### src/rtl/priority_pkg.sv
// Shared types and constants for the priority arbiter: FSM state encoding
// and the per-requester age counter width with its saturating increment.
package priority_pkg;

  typedef enum logic {
    IDLE = 1'b0,
    BUSY = 1'b1
  } state_t;

  localparam int AGE_W = 8;

  function automatic logic [AGE_W-1:0] age_inc(input logic [AGE_W-1:0] age);
    return (age == '1) ? age : age + 1'b1;
  endfunction

endpackage

### src/rtl/priority_pick.sv
// Combinational winner selection: highest key among active requesters, ties
// resolved round-robin starting just after the previous grant.
module priority_pick #(
  parameter int N  = 4,
  parameter int KW = 3,
  parameter int SW = 2
) (
  input  logic [N*KW-1:0] keys_i,
  input  logic [N-1:0]    req_i,
  input  logic [SW-1:0]   last_grant_i,
  output logic [N-1:0]    win_onehot_o,
  output logic [SW-1:0]   win_idx_o,
  output logic            win_valid_o
);

  logic          found;
  logic [KW-1:0] best_key;
  int            best_idx;
  int            idx;

  // Scanning in round-robin order with a strict '>' keeps the first of equal keys.
  always_comb begin
    found    = 1'b0;
    best_key = '0;
    best_idx = 0;
    idx      = 0;
    for (int k = 1; k <= N; k++) begin
      idx = int'(last_grant_i) + k;
      if (idx >= N) idx = idx - N;
      if (req_i[idx] && (!found || keys_i[idx*KW +: KW] > best_key)) begin
        found    = 1'b1;
        best_key = keys_i[idx*KW +: KW];
        best_idx = idx;
      end
    end
    win_valid_o  = found;
    win_onehot_o = '0;
    if (found) win_onehot_o[best_idx] = 1'b1;
    win_idx_o = SW'(best_idx);
  end

endmodule

### src/rtl/priority_arbiter.sv
// Priority arbiter with round-robin tie-break and age-based starvation boost,
// feeding a single registered valid/ready output stage.
module priority_arbiter
  import priority_pkg::*;
#(
  parameter int N_SIGNALS        = 4,
  parameter int N_SIGNAL_WIDTH   = 8,
  parameter int N_PRIORITY_WIDTH = 2,
  parameter int AGE_LIMIT        = 8,
  localparam int SEL_W = (N_SIGNALS > 1) ? $clog2(N_SIGNALS) : 1
) (
  input  logic                                 clk,
  input  logic                                 rst,
  input  logic [N_SIGNALS-1:0]                 req,
  input  logic [N_SIGNALS*N_PRIORITY_WIDTH-1:0] req_prio,
  input  logic [N_SIGNALS*N_SIGNAL_WIDTH-1:0]  req_data,
  output logic [N_SIGNALS-1:0]                 gnt,
  output logic                                 out_valid,
  input  logic                                 out_ready,
  output logic [N_SIGNAL_WIDTH-1:0]            out_data,
  output logic [SEL_W-1:0]                     out_sel,
  output logic [N_PRIORITY_WIDTH-1:0]          out_prio
);

  localparam int KEY_W = N_PRIORITY_WIDTH + 1;

  state_t                        state_q, state_d;
  logic [N_SIGNAL_WIDTH-1:0]     out_data_q, out_data_d;
  logic [SEL_W-1:0]              out_sel_q, out_sel_d;
  logic [N_PRIORITY_WIDTH-1:0]   out_prio_q, out_prio_d;
  logic [SEL_W-1:0]              last_grant_q, last_grant_d;
  logic [AGE_W-1:0]              age_q [N_SIGNALS];
  logic [AGE_W-1:0]              age_d [N_SIGNALS];

  logic [N_SIGNALS*KEY_W-1:0]    keys;
  logic [N_SIGNALS-1:0]          win_onehot;
  logic [SEL_W-1:0]              win_idx;
  logic                          win_valid;
  logic                          stall;
  logic                          arb_event;

  // Starved requesters get an extra MSB so they outrank any plain priority.
  always_comb begin
    keys = '0;
    for (int i = 0; i < N_SIGNALS; i++) begin
      keys[i*KEY_W +: KEY_W] = {(age_q[i] >= AGE_W'(AGE_LIMIT)),
                                req_prio[i*N_PRIORITY_WIDTH +: N_PRIORITY_WIDTH]};
    end
  end

  priority_pick #(
    .N  (N_SIGNALS),
    .KW (KEY_W),
    .SW (SEL_W)
  ) u_pick (
    .keys_i       (keys),
    .req_i        (req),
    .last_grant_i (last_grant_q),
    .win_onehot_o (win_onehot),
    .win_idx_o    (win_idx),
    .win_valid_o  (win_valid)
  );

  assign stall     = (state_q == BUSY) && !out_ready;
  assign arb_event = win_valid && !stall;
  assign gnt       = (arb_event && rst) ? win_onehot : '0;

  always_comb begin
    state_d      = state_q;
    out_data_d   = out_data_q;
    out_sel_d    = out_sel_q;
    out_prio_d   = out_prio_q;
    last_grant_d = last_grant_q;
    if (arb_event) begin
      state_d      = BUSY;
      out_data_d   = req_data[int'(win_idx)*N_SIGNAL_WIDTH +: N_SIGNAL_WIDTH];
      out_sel_d    = win_idx;
      out_prio_d   = req_prio[int'(win_idx)*N_PRIORITY_WIDTH +: N_PRIORITY_WIDTH];
      last_grant_d = win_idx;
    end else if (!stall) begin
      state_d = IDLE;
    end
  end

  // Ages freeze while the output is stalled; a dropped request always clears.
  always_comb begin
    for (int i = 0; i < N_SIGNALS; i++) begin
      age_d[i] = age_q[i];
      if (!req[i]) begin
        age_d[i] = '0;
      end else if (arb_event) begin
        age_d[i] = win_onehot[i] ? '0 : age_inc(age_q[i]);
      end
    end
  end

  always_ff @(posedge clk or negedge rst) begin
    if (!rst) begin
      state_q      <= IDLE;
      out_data_q   <= '0;
      out_sel_q    <= '0;
      out_prio_q   <= '0;
      last_grant_q <= SEL_W'(N_SIGNALS - 1);
      for (int i = 0; i < N_SIGNALS; i++) age_q[i] <= '0;
    end else begin
      state_q      <= state_d;
      out_data_q   <= out_data_d;
      out_sel_q    <= out_sel_d;
      out_prio_q   <= out_prio_d;
      last_grant_q <= last_grant_d;
      for (int i = 0; i < N_SIGNALS; i++) age_q[i] <= age_d[i];
    end
  end

  assign out_valid = (state_q == BUSY);
  assign out_data  = out_data_q;
  assign out_sel   = out_sel_q;
  assign out_prio  = out_prio_q;

endmodule

### config.mk
export PLATFORM = sky130hd
export DESIGN_NAME = priority_arbiter
export DESIGN_NICKNAME = d
export VERILOG_FILES = /design/src/rtl/priority_pkg.sv /design/src/rtl/priority_pick.sv /design/src/rtl/priority_arbiter.sv
export SDC_FILE = /design/constraint.sdc
export NUM_CORES = 1
export LEC_CHECK = 0
export BUFFER_PORTS_ARGS = -buffer_cell sky130_fd_sc_hd__buf_4
export CAP_MARGIN = 0
export CELL_PAD_IN_SITES_DETAIL_PLACEMENT = 1
export CELL_PAD_IN_SITES_GLOBAL_PLACEMENT = 1
export CORE_AREA = 2 2 119 121
export CTS_CLUSTER_DIAMETER = 50
export DETAILED_ROUTE_END_ITERATION = 10
export DIE_AREA = 0 0 121 123
export PLACE_DENSITY = 0.68
export SYNTH_ARGS = -nofsm -noshare
export SYNTH_HDL_FRONTEND = slang
export SYNTH_HIERARCHICAL = 1
export SYNTH_SLANG_ARGS = --single-unit
### constraint.sdc
create_clock -name clk -period 7.45 [get_ports clk]
set_clock_uncertainty 0.2 [all_clocks]
set_input_delay 0.3725 -clock clk [delete_from_list [all_inputs] [get_ports clk]]
set_output_delay 0.3725 -clock clk [all_outputs]
set_load 0.05 [all_outputs]
# After elaboration in Yosys (flattened, before gate mapping)
# Index checks and enable logic that the tools add are counted.
dict set report classes {
  add_sub_neg 12
  mul 4
  div 0
  magnitude_cmp 17
  eq_ne 13
  shift 6
  mux 49
  bitwise 0
  reduce_logical 19
}
# op count
set op_table {}
lappend op_table {{2-to-1 mux 32 bit} 8}
lappend op_table {{less-than comparator 32 x 4 -> 1 bit, second input constant} 5}
lappend op_table {{greater-or-equal comparator 32 x 4 -> 1 bit, second input constant} 4}
lappend op_table {{multiplier 32 x 3 -> 32 bit, second input constant} 4}
lappend op_table {{2-to-1 mux 8 bit} 16}
lappend op_table {{variable part select 12 x 32 -> 3 bit} 4}
lappend op_table {{subtractor 32 x 4 -> 32 bit, second input constant} 4}
lappend op_table {{adder 8 x 1 -> 8 bit, second input constant} 4}
lappend op_table {{equality test 8 bit, second input constant} 4}
lappend op_table {{greater-or-equal comparator 32 x 1 -> 1 bit, second input constant} 1}
lappend op_table {{greater-or-equal comparator 8 x 4 -> 1 bit, second input constant} 4}
lappend op_table {{variable part select 32 x 6 -> 8 bit} 1}
lappend op_table {{2-to-1 mux 1 bit} 15}
lappend op_table {{inequality test 3 bit, second input constant} 4}
lappend op_table {{inequality test 2 x 1 -> 1 bit, second input constant} 5}
lappend op_table {{> comparator 3 bit} 3}
lappend op_table {{2-to-1 mux 3 bit} 3}
lappend op_table {{binary-select mux 1 bit (select 2 bit)} 4}
lappend op_table {{2-to-1 mux 4 bit} 2}
lappend op_table {{AND reduction 2 bit} 4}
lappend op_table {{variable part select 8 x 4 -> 2 bit} 1}
lappend op_table {{logical AND 1 bit} 7}
lappend op_table {{adder 2 x 2 -> 3 bit, second input constant} 2}
lappend op_table {{logical NOT 1 bit} 5}
lappend op_table {{4 further kinds} 6}
dict set report totals {
  ff_bits 47
  latch_bits 0
  ram_bits 0
  romBits 0
  input_bits 47
  out_inout_bits 17
  elab_cells 129
  n_memories 0
}

# Longest topological paths before layout
dict set report depth {
  word_depth 27
  mapped_depth 41
  mapped_depth_nobuf 35
}

# Modules after synthesis
# Netlist, hierarchy kept.
# module n_inst cells_per_inst area_per_inst_um2 seq_area_each_um2
set by_module_without_submodules {}
lappend by_module_without_submodules {priority_arbiter 1 318 2831.5 1178.6}
lappend by_module_without_submodules {priority_pick 1 249 1848.0 0.0}

# Least setup slack after synthesis
# No wires, ideal clock.
dict set report synth_timing {
  kind {reg2out}
  startpoint {register last_grant_q[0]}
  endpoint {output port gnt[2]}
  arrival_ps 7269
  required_time_ps 6878
  slack_ps -392
  path_stages_with_launch 38
  path_buffers 7
  path_cell_list {dfstp_2 buf_6 buf_6 buf_6 inv_2 ha_1 buf_2 clkbuf_1 clkbuf_1 nand2_1 nor2_1 ha_1 a21oi_1 o311ai_0 a211oi_1 a21oi_1 ha_1 nor2b_1 [2 not listed] o21a_1 mux2i_1 inv_1 ha_1 a211oi_1 o21ai_2 nand2_1 mux2i_1 ha_1 nor2b_1 o21ai_0 a32oi_1 o21ai_0 o21ai_0 a22o_2 nor3_2 clkbuf_1 and3_1}
}
dict set report synth_between {
  elab_chain_cells 25
  word_cells_on_any_way 68
  classes_between {add/sub (8); mul (4); order compare (9); shift (4); mux (31); reduce/logical (12)}
}
# item line_no
set synth_rtl {}
lappend synth_rtl {{from (decl)} priority_arbiter.sv:31} ;# logic [SEL_W-1:0] last_grant_q, last_grant_d;
lappend synth_rtl {{from (signal assigned)} priority_arbiter.sv:103} ;# last_grant_q <= SEL_W'(N_SIGNALS - 1);
lappend synth_rtl {{from (signal assigned)} priority_arbiter.sv:110} ;# last_grant_q <= last_grant_d;
lappend synth_rtl {{branches (longest 18 deep; another with subtractor 32 x 4 -> 32 bit)} n/a}
lappend synth_rtl {{2-to-1 mux 32 bit *} priority_pick.sv:30} ;# if (req_i[idx] && (!found || keys_i[idx*KW +: KW] > best_key)) begin
lappend synth_rtl {{via win_idx[0]} priority_arbiter.sv:37} ;# logic [SEL_W-1:0] win_idx;
lappend synth_rtl {{greater-or-equal comparator 32 x 1 -> 1 bit (implied by the code) / less-than comparator 32 x 4 -> 1 bit (equally long branches)} priority_pick.sv:38} ;# if (found) win_onehot_o[best_idx] = 1'b1;
lappend synth_rtl {{logical AND 1 bit (implied by the code)} priority_pick.sv:38}
lappend synth_rtl {{2-to-1 mux 1 bit (implied by the code)} priority_pick.sv:38}
lappend synth_rtl {{demux 1 bit (select 2 bit) *} n/a}
lappend synth_rtl {{2-to-1 mux 4 bit *} priority_pick.sv:38}
lappend synth_rtl {{via win_onehot[2]} priority_arbiter.sv:36} ;# logic [N_SIGNALS-1:0] win_onehot;
lappend synth_rtl {{2-to-1 mux 4 bit *} priority_arbiter.sv:66} ;# assign gnt = (arb_event && rst) ? win_onehot : '0;
lappend synth_rtl {{to (decl)} priority_arbiter.sv:17} ;# output logic [N_SIGNALS-1:0] gnt,
# Mark *: on every way through the listed nets, which the timed path passes. The select of a mux whose other input is x is not followed.

# Worst setup path after layout
dict set report layout_timing {
  startpoint {register last_grant_q[0]}
  endpoint {output port gnt[3]}
}
dict set report layout_between {
  elab_chain_cells 25
  word_cells_on_any_way 68
  classes_between {add/sub (8); mul (4); order compare (9); shift (4); mux (31); reduce/logical (12)}
}
# item line_no
set layout_rtl {}
lappend layout_rtl {{branches (longest 23 deep; another with subtractor 32 x 4 -> 32 bit)} n/a}
lappend layout_rtl {{2-to-1 mux 4 bit *} priority_pick.sv:38}
lappend layout_rtl {{via win_onehot[3]} priority_arbiter.sv:36}
lappend layout_rtl {{2-to-1 mux 4 bit *} priority_arbiter.sv:66}
# Marked as above.

==> results.md <==
- Synth Area per Inst: between 8 and 9 sq um
- FF-to-FF setup slack: approximately 0.34 ns
- Grt total ovfl: 0
- Fin. max-slew vios: 0
- Starting density of the core: 34.4%
- CP Capture Type: output port
- Top FF cell, synth: dfrtp_1
- Cell count after synthesis: around 570
- Shortest period the worst path allows: around 7.2 ns
- Detail Placement HPWL: about 12000 um
- Vias in the first global route: 4958
- Worst r2r src: last_grant_q[0]$_DFFE_PN1P_
- Initial DRC count: between 300 and 400
- CTS clk-pin slew, worst paths: 0.07 ns
- CTS max path bufs: 2
- Core ar.: 0.0136 sq mm
- FF-to-FF End: age_q[23]$_DFFE_PN0P_
- Via count: ~4800
- Post-synth design cell area: 0.00468 sq mm
- Slew @ Worst Pin: about 0.74 ns
- NumNets Final: slightly above 700
- Final setup vio count: 0
- H-tree Lvls: 2
- Commonest non-fill, non-tap cell in the layout: buf_4
- Final antenna-violating net count: 0
- Total negative setup slack: 0 ns
- Initial antenna violation count: 0
- Layout cells sized above 1: between 20% and 30%
- Async S/R FF share, synth: between 90% and 100%
- Distinct cells, synth: 73
- IO Port Bufs: 63
- Synth warnings: 6
- Clock Latency Late Sink: 0.30 ns
- Outcome: finished clean
- CP max stage delay: between 0.5 and 0.6 ns
- Largest net degree at the start of global routing: 52
- Synthesized flop and latch total: 47
- Crit-path most repeated cell: ha_1
- F_max: 0.139 GHz
- Wire per inst: around 20 um
- Die Width: roughly 120 um
- Layout fillers: ~1600
- # IOs: 64
- Post-synth EDFFs: 0
- Top cell type's share of synthesized area: about 24%
- First-pass GRT wire length: between 20000 and 30000 um
- Hold Path Origin: out_ready
- HP Class: in -> reg
- Crit Path Category: reg -> out
- Leading cell types in the layout, fill and taps excluded: buf_4, nand2_1, nor2_1
- CP max-delay cell: dfstp_2
- Slew margin rel.: approximately 50%
- CTS tree: done
- RD Place Congestion: 0.914
- Vias per cell: approximately 5.8
- Synth area leader: dfrtp_1
- Share of the clock period used by the worst path: between 90% and 100%
- TritonRoute pass-1 iters: 5
- CTS buffer count: 5
- Final hold violation count: 0
- Number of max-cap violations: 0
- Die area: between 0.01 and 0.015 sq mm
- WP data required: 6.88 ns
- GRT Total Usage: 21.8%
- Worst setup SP type: flip-flop
- # DRC: 0
- Cell Rows: between 40 and 50
- Reg2Reg Depth: 32
- Final wirelength: around 16000 um
- Sequential fraction of the synthesis area: between 20% and 30%
- Synth area leaders: dfrtp_1, mux4_2, nand2_1
- WHS Path Cells: 3
- Crit-path max FO: 23
- CP Data Arrival Time: between 6 and 7 ns
- Clk root buf: clkbuf_16
- CP top delay family: simple AND/OR/NAND/NOR gates
- Crit path buf inv count: 4
- Area Growth Syn to Fin: 25.1%
- CTS sink count: between 40 and 50
- Chip height: 123 um
- Ant diodes: 0
- Worst Hold End: out_valid$_DFFE_PN0P_
==> worst min-delay path, delay by kind of cell <==
family,cells,cell delay [ns]
buffers and inverters,1,0.08
and+or+nand+nor,2,0.19
==> synth_stat cells, drive strengths merged, types with 6 or more instances <==
master and number:
o21ai 41, nor3 17, nand2b 10, dfrtp 45
clkbuf 21, mux4 22, a211oi 9, nand2 87
a31oi 10, nor2b 6, mux2i 17, ha 24
mux2 7, nand4 8, inv 29, buf 12
nor2 49, nor3b 6, and2 7, and3 16
a21oi 27, nand3 18
==> per-layer routing <==
| metal | part of all wire [%] | vias up | track usage, % |
|---|---|---|---|
| li1 | - | 2232 | - |
| met1 | 44 | 2409 | 28.6 |
| met2 | 50 | 122 | 36.8 |
| met3 | 4.1 | 24 | 4.11 |
| met4 | 1.9 | 0 | 6.47 |
| met5 | 0 | - | 0 |
==> kinds of logic after synthesis <==
logic type                 count (synthesis)  synth area share (%)
muxes                                     46                  15.9
AOI/OAI and AO/OA                        142                  20.1
other                                      1                0.0801
DFF                                       47                  25.2
xor gates and xnor gates                   1                 0.187
adders and majority gates                 24                  6.42
buffers and inverters                     63                  6.04
and+or+nand+nor                          243                  26.1
==> flip-flops by register name (all words and copies together) (netlist names) <==
| signal | count |
|---|---|
| age_q | 32 |
| out_data | 8 |
| last_grant_q | 2 |
| out_prio | 2 |
| out_sel | 2 |
| out_valid | 1 |
==> final cells by class <==
class / instances / area (sq um) / share of cell area [%]
flip-flops and latches: 47 / 1180 / 20.1
inverters: 30 / 126 / 2.16
well taps: 180 / 225 / 3.85
repair buffers: 99 / 802 / 13.7
clock inverters: 2 / 13.8 / 0.235
clock buffers: 6 / 139 / 2.37
multi-input cells: 458 / 3370 / 57.5
==> how the worst max path moves through the flow <==
stage,startpoint,to,depth (start not counted)
final,last_grant_q[0]$_DFFE_PN1P_,gnt[3],30
after detailed placement,last_grant_q[0]$_DFFE_PN1P_,age_q[23]$_DFFE_PN0P_,33
after floorplan,last_grant_q[0]$_DFFE_PN1P_,age_q[23]$_DFFE_PN0P_,40
after global placement,last_grant_q[0]$_DFFE_PN1P_,age_q[23]$_DFFE_PN0P_,32
after global routing,last_grant_q[0]$_DFFE_PN1P_,gnt[3],31
after CTS,last_grant_q[0]$_DFFE_PN1P_,gnt[0],32
==> through the flow <==
stage / instance area [sq um] / setup WS (ns) / instances / util [%] / hold WS [ns]
5_1_grt: 5850 / -0.0154 / 822 / 43.0 / 0.209
2_1_floorplan: 4760 / 0.0244 / 568 / - / -0.123
6_report: 5850 / 0.267 / 822 / 43.0 / 0.180
3_3_place_gp: 5410 / 0.351 / 795 / 39.7 / 0.248
4_1_cts: 5610 / 0.0714 / 805 / 41.2 / 0.177
3_5_place_dp: 5410 / 0.0932 / 795 / 39.7 / 0.268
==> repair_timing <==
| item | CTS | global route |
|---|---|---|
| buffers inserted | 0 | 17 |
| hold buffers | 1 | 0 |
| pin swaps | 0 | 20 |
| resized for setup | 2 | 25 |
| setup endpoints to repair | 2 | 32 |
| gates cloned | 1 | 0 |
| endpoints found under the hold margin | 45 | 0 |
Power is left out: the tool's default activity adds up to more than one toggle a clock period on the data nets, which glitch-free logic cannot reach.
